File: config.mk
export PLATFORM = sky130hd
export DESIGN_NAME = uart_rx_os
export DESIGN_NICKNAME = d
export VERILOG_FILES = /design/src/rtl/uart_rx_os.sv
export SDC_FILE = /design/constraint.sdc
export NUM_CORES = 1
export LEC_CHECK = 0
export ABC_AREA = 0
export BUFFER_PORTS_ARGS = -buffer_cell sky130_fd_sc_hd__clkbuf_2
export CORE_UTILIZATION = 40
export CTS_BUF_LIST = sky130_fd_sc_hd__clkbuf_16
export CTS_CLUSTER_DIAMETER = 200
export CTS_CLUSTER_SIZE = 14
export DETAILED_ROUTE_END_ITERATION = 10
export GPL_ROUTABILITY_DRIVEN = 0
export SLEW_MARGIN = 20
export SYNTH_ARGS = -nofsm -noshare
export SYNTH_HDL_FRONTEND = slang
export SYNTH_SLANG_ARGS = --single-unit
File: constraint.sdc
create_clock -name clk -period 2 [get_ports clk]
set_input_delay 0.3 -clock clk [delete_from_list [all_inputs] [get_ports clk]]
set_output_delay 0.3 -clock clk [all_outputs]
set_load 0.03 [all_outputs]
File: src/rtl/uart_rx_os.sv
// Oversampling UART receiver: synchronised rx, mid-bit sampling, optional parity,
// stop check, and a valid/ready holding register for the received byte.
// state  | meaning
// IDLE   | waiting for a falling edge on rxs while armed
// START  | confirming the start bit at half a bit period
// DATA   | sampling 8 data bits, LSB first
// PARITY | sampling the parity bit (parity_en only)
// STOP   | sampling the stop bit and reporting the outcome
module uart_rx_os #(
  parameter int clk_freq   = 1000000,
  parameter int baud_rate  = 9600,
  parameter int os_rate    = 16,
  parameter bit parity_en  = 1'b0,
  parameter bit parity_odd = 1'b0
) (
  input  logic       clk,
  input  logic       rst,
  input  logic       rx,
  output logic [7:0] dout_rx,
  output logic       rx_valid,
  input  logic       rx_ready,
  output logic       done_rx,
  output logic       frame_err,
  output logic       parity_err,
  output logic       overrun,
  output logic       busy
);

  localparam int DIV_RAW = clk_freq / (baud_rate * os_rate);
  localparam int DIV     = (DIV_RAW < 1) ? 1 : DIV_RAW;
  localparam int DW      = (DIV > 1) ? $clog2(DIV) : 1;
  localparam int OSW     = $clog2(os_rate);
  localparam logic [DW-1:0]  DIV_RELOAD = DW'(DIV - 1);
  localparam logic [OSW-1:0] OS_LAST    = OSW'(os_rate - 1);
  localparam logic [OSW-1:0] OS_HALF    = OSW'(os_rate / 2 - 1);

  typedef enum logic [2:0] {IDLE, START, DATA, PARITY, STOP} state_t;

  state_t          state, state_next;
  logic [DW-1:0]   div_cnt;
  logic            tick;
  logic            rx_meta, rxs;
  logic            armed;
  logic [OSW-1:0]  os_cnt;
  logic [2:0]      bit_cnt;
  logic [7:0]      shreg;
  logic            par_bad;
  logic            samp;

  // Free-running down-counter; tick on terminal count.
  assign tick = (div_cnt == '0);
  assign busy = (state != IDLE);

  always_ff @(posedge clk) begin
    if (rst) state <= IDLE;
    else     state <= state_next;
  end

  always_comb begin
    state_next = state;
    samp       = 1'b0;
    case (state)
      IDLE: if (armed && !rxs) state_next = START;
      START: begin
        samp = tick && (os_cnt == OS_HALF);
        if (samp) state_next = rxs ? IDLE : DATA;
      end
      DATA: begin
        samp = tick && (os_cnt == OS_LAST);
        if (samp && bit_cnt == 3'd7) state_next = parity_en ? PARITY : STOP;
      end
      PARITY: begin
        samp = tick && (os_cnt == OS_LAST);
        if (samp) state_next = STOP;
      end
      STOP: begin
        samp = tick && (os_cnt == OS_LAST);
        if (samp) state_next = IDLE;
      end
      default: state_next = IDLE;
    endcase
  end

  always_ff @(posedge clk) begin
    if (rst) begin
      div_cnt    <= '0;
      rx_meta    <= 1'b1;
      rxs        <= 1'b1;
      armed      <= 1'b0;
      os_cnt     <= '0;
      bit_cnt    <= '0;
      shreg      <= '0;
      par_bad    <= 1'b0;
      dout_rx    <= '0;
      rx_valid   <= 1'b0;
      done_rx    <= 1'b0;
      frame_err  <= 1'b0;
      parity_err <= 1'b0;
      overrun    <= 1'b0;
    end else begin
      rx_meta    <= rx;
      rxs        <= rx_meta;
      div_cnt    <= tick ? DIV_RELOAD : div_cnt - 1'b1;
      // Arm only on a seen-high line, so a held break cannot retrigger.
      armed      <= (state == IDLE) && rxs;
      os_cnt     <= (state == IDLE || samp) ? '0 : (tick ? os_cnt + 1'b1 : os_cnt);
      done_rx    <= 1'b0;
      frame_err  <= 1'b0;
      parity_err <= 1'b0;
      overrun    <= 1'b0;

      if (state == IDLE)            bit_cnt <= '0;
      else if (state == DATA && samp) bit_cnt <= bit_cnt + 1'b1;

      if (state == DATA && samp) shreg <= {rxs, shreg[7:1]};

      if (state == IDLE)               par_bad <= 1'b0;
      else if (state == PARITY && samp) par_bad <= ((^shreg) ^ parity_odd) != rxs;

      if (rx_valid && rx_ready) rx_valid <= 1'b0;

      // A load on the same clk as a consume overrides the clear above.
      if (state == STOP && samp) begin
        if (!rxs)                       frame_err  <= 1'b1;
        else if (par_bad)               parity_err <= 1'b1;
        else if (!rx_valid || rx_ready) begin
          dout_rx  <= shreg;
          rx_valid <= 1'b1;
          done_rx  <= 1'b1;
        end else                        overrun    <= 1'b1;
      end
    end
  end

endmodule
Yosys cells after proc, flatten, opt, wreduce, memory -nomap -nowiden
Index checks and enable logic that the tools add are counted.

Mux-type cells: 18. $add $sub $neg: 3. Bitwise gates (word level): 3. Eq/ne operators: 13. $lt $le $gt $ge: 0. $mul: 0. Reduce and logical (&&, ||, !) cells: 26. Shift operators: 0. Divide/modulo/power cells: 0.

Operators by type and width (count): $mux W3 (6); $pmux W3 S5 (1); $ne A2 B2 Y1 const B (5); $logic_and A1 B1 Y1 (9); $mux W1 (9); $reduce_or A2 Y1 (4); $reduce_xor A8 Y1 (1); $eq A3 B2 Y1 const B (2); $eq A3 B3 Y1 const B (2); $logic_not A3 Y1 (2); $reduce_or A3 Y1 (2); $reduce_and A5 Y1 (1); $add A4 B1 Y4 const B (1); $eq A4 B3 Y1 const B (1); $eq A4 B4 Y1 const B (1); $reduce_and A4 Y1 (1); $reduce_or A4 Y1 (1); $add A3 B1 Y3 const B (1); $eq A3 B1 Y1 const B (1); $not A1 Y1 (3); $reduce_bool A3 Y1 (1); $sub A3 B1 Y3 const B (1); $logic_not A1 Y1 (2); $logic_or A1 B1 Y1 (2); 3 further kinds (3).

Bits in registers: 38. Bits in read-only memories: 0. Bits in latches: 0. RAM bits: 0. Memories: 0. Word-level logic and storage cells: 79. Output and inout bits: 14.

Depth between registers and ports, before layout
Depth in word-level cells: 6. Gate-level depth with buffers: 7. Mapped depth without buffers: 6.

Least setup slack after synthesis
Ideal clock, no wire load.

Path type: register to register. Start point: reg state[1]. End point: reg rx_valid. Stages on the path, launching flop included: 7. Clock period less this slack: 1895 ps. Setup time: 69 ps. Buffers on the path: 2. Slack: 105 ps. Data arrival time: 1826 ps. Cells stage by stage: dfxtp_1 -> buf_6 -> or3b_4 -> or4_4 -> buf_6 -> or3b_4 -> o21ai_1.

Longest elaborated chain between the ends: 5.

RTL lines: from (decl) (RTL line 39) `state_t state, state_next;`; from (signal assigned) (RTL line 56) `else state <= state_next;`; $eq A3 B2 Y1 or $eq A3 B3 Y1 (tied branches) (RTL line 62, 123); $reduce_or A3 Y1 (no line); $pmux W1 S2 (RTL line 62) `case (state)`; $logic_and A1 B1 Y1 (*) (RTL line 123) `if (state == STOP && samp) begin`; $mux W1 (*) (RTL line 123); to (signal assigned) (RTL line 95) `rx_valid <= 1'b0;`; to (signal assigned) (RTL line 120) `if (rx_valid && rx_ready) rx_valid <= 1'b0;`; to (signal assigned) (RTL line 128) `rx_valid <= 1'b1;`; to (decl) (RTL line 20) `output logic rx_valid,`.

Mark *: on every way between the ends. The rest lies on a longest branch, timed or not. A chain may end at the register's enable or synchronous reset.

Worst setup path after layout
Start point: reg div_cnt[0]. End point: reg rx_valid.

Longest elaborated chain between the ends: 5.

RTL lines: from (decl) (RTL line 40) `logic [DW-1:0] div_cnt;`; from (signal assigned) (RTL line 103) `div_cnt <= tick ? DIV_RELOAD : div_cnt - 1'b1;`; $logic_not A3 Y1 (*) (RTL line 51) `assign tick = (div_cnt == '0);`; $logic_and A1 B1 Y1, on equally long branches; $pmux W1 S2 (*) (RTL line 62); $logic_and A1 B1 Y1 (*) (RTL line 123); $mux W1 (*) (RTL line 123).

Marked as above.

==> results.toml <==
[timing]
max-slew-margin-rel = 0.600
setup_viol_count_final = 0
post-route-period-util = 0.938
setup_repair_after_global_routing_missed_its_margin = "no"
worst-slew-pin-transition_ns = 0.598
time_the_worst_path_needs_with_i_o_delays_and_setup_ns = 1.88
hold_slack_ns = 0.204
hold_viol = 0
timing.clock.skew_ns = 0.00592
fmax_mhz = 533
slew_viol_final = 0
final.setup.tns_ns = 0

[cts]
tritoncts = "done"
cts_sinks = 38
cts_buffers = 5
cts.reportedPaths.clkPinSlew_ns = 0.06
h-tree-depth = 2
cts_repair_resize_count = 0
postCtsSetupRepairBufs = 0
clockBufferDepth = 2
worst_skew_pair.late_latency_ns = 0.28
cts_hold_buf = 0
ctsRootBufferMaster = "clkbuf_16"

[cells_and_area]
syn2layout_area_growth_pct = 20.3
finished_layout_cells = 246
fill_cells = 375
layout_cell_share_with_drive_strength_beyond_1 = 0.204
antennaDiodeCount = 0
num-nets-final = 204

[route]
average_via_count_per_standard_cell = 5.22
wl_um = 3220
drt_first_iter_violations = 44
dr.pass1.iters = 4
drc = 0
route.vias.total = 1285
avgRoutedWirePerCell_um = 13.1
ant_nets = 0

[floorplan]
floorplan.rows = 23
core_region_area_um2 = 4000
dieArea_um2 = 4420
floorplan.die.width_um = 66.5
chipHeight_um = 66.5
num_io_pins = 18
starting_density_of_the_core = 0.415

[logic_synthesis]
post_synth_instance_area_um2 = 1660
synth-warning-count = 0
synthesis.instances = 174
synthesis.nets = 183
synth.ff_latch_count = 38
postSynthAreaPerCell_um2 = 9.55
synth.lib_cells_used.distinct = 42
synth_sequential_area_ratio = 0.458
synth.top_cells.by_area = "dfxtp_1, mux2i_1, nor2_1"
synth_largest_area_cell = "dfxtp_1"
yosys.area.top_type_share = 0.458

[global_route]
antenna_found_initial = 0
grt_start_max_net_pins = 22
first_global_vias = 1223
grt.total_usage = 0.171
global_route.overflow_total = 0
grt_pass1_wl_um = 5600

[worst_setup_path]
worstReg2RegStart = "div_cnt[0]"
cell_count_of_the_worst_reg_to_reg_path = 6
ff2ff_setup_slack_ns = 0.12
startpoint = "div_cnt[0]"
regToRegEndpoint = "rx_valid"
critPathRequiredTime_ns = 2.21
timing.critical_path.from_type = "register"
worst-endpoint-arrival_ns = 2.08
crit_fanout = 9
path_class = "register to register"
cp-end-kind = "register"

[job]
timing.max_cap.violations = 0

[power_and_ir_drop]
switchingPower_mw = 0.355
p_clk_frac = 0.539
power_switching_share = 0.189
ir_worst_vdd_mv = 0.418
comb_power_share = 0.045
pwr-share-seq = 0.416
power.density_cell_area_nw_per_um2 = 940
power.internal_mw = 1.52
leakagePower_nw = 0.858

[hold_path]
worst_hold_depth = 2
min_to = "rx_meta"
worstHoldPathType = "primary input to register"
worst_hold_startpoint = "rx"

[placement]
total_of_buffers_placed_on_input_and_output_ports = 17
final_hpwl_from_detailed_placement_um = 2320
dp_cells = 238

[outcome]
outcome = "complete, no violations"
==> Yosys cell counts (all sizes together) <==
cell / count
nor4: 2
and4b: 1
a31oi: 1
buf: 4
nor4b: 1
nand3: 8
nand2b: 3
dfxtp: 38
clkbuf: 6
ha: 5
xnor3: 1
o31ai: 1
a32o: 1
or2: 2
nand2: 7
nor3: 5
or2b: 1
nand4: 3
or4: 1
a211oi: 1
xnor2: 5
nand4bb: 1
or3b: 2
o21ai: 9
inv: 5
a21oi: 11
nand3b: 1
a221oi: 1
o211ai: 1
nor3b: 1
mux2i: 13
or3: 1
xor2: 4
and4: 1
o32ai: 1
nor2b: 3
o211a: 1
nor2: 21
==> through the flow <==
stage	power, mW	setup WS, ns	instance area [um2]	utilization
2_1_floorplan	0.857	0.105	1660	-
3_3_place_gp	0.876	0.216	1800	0.451
3_5_place_dp	0.880	0.172	1800	0.451
4_1_cts	1.90	0.122	2000	0.500
5_1_grt	1.93	0.0610	2000	0.500
6_report	1.88	0.124	2000	0.500
==> layout by cell type (no fill, tap or decap), drive strengths merged, types with 7 or more instances in the layout <==
master,netlist,layout
mux2i,13,13
buf,4,7
a21oi,11,11
nand3,8,8
nor2,21,21
o21ai,9,9
nand2,7,7
dfxtp,38,38
clkbuf,6,22
==> logic make-up after synthesis <==
group	Yosys count	synth area share
adder cells (fa/ha/maj)	5	0.0377
buffers and inverters	15	0.0459
AND/OR/NAND/NOR	65	0.219
multiplexers	13	0.0783
AO/OA/AOI/OAI	28	0.100
flip-flops	38	0.458
XOR/XNOR	10	0.0610
==> routing by layer <==
metal	vias up	global-route usage	routed length (um)
met5	-	0	0
met4	0	0.0745	43
met3	4	0.0548	108
met2	21	0.261	1520
met1	607	0.220	1550
li1	653	-	-
==> critical path, cell delays in order (launching register included) <==
cell	delay, ns
dfxtp_1	0.31
inv_1	0.09
ha_1	0.21
nand3b_1	0.14
or4_4	0.56
or3b_4	0.42
o21ai_1	0.08
==> flip-flops by register name, summed over array words and instances (netlist names) <==
register and cells:
shreg 8, armed 1, rx_meta 1, par_bad 1, rx_valid 1, os_cnt 4, state 3, overrun 1
frame_err 1, dout_rx 8, div_cnt 3, bit_cnt 3, done_rx 1, parity_err 1, rxs 1
==> worst max path at each step <==
stage               endpoint  slack (ns)  cells past startpoint
global placement    rx_valid        0.22                      4
global route        rx_valid        0.06                      6
CTS                 rx_valid        0.12                      6
finish              rx_valid        0.12                      6
detailed placement  rx_valid        0.17                      5
floorplan           rx_valid        0.11                      6
==> area by class of cell <==
class	instances	area, um2	share of cell area
Clock buffer	5	125	0.0626
Clock inverter	3	68.8	0.0344
Inverter	5	18.8	0.00939
Multi-Input combinational cell	121	825	0.413
Sequential cell	38	761	0.381
Tap cell	50	62.6	0.0313
Timing Repair Buffer	24	138	0.0689
==> power groups by stage <==
stage / Sequential (mW) / Clock, mW / Combinational, mW
after global placement: 0.797 / 0 / 0.0795
after floorplan: 0.794 / 0 / 0.0634
after CTS: 0.781 / 1.04 / 0.0854
after global routing: 0.783 / 1.06 / 0.0931
final: 0.781 / 1.01 / 0.0844
after detailed placement: 0.798 / 0 / 0.0827
(Power assumes the default switching activity.)
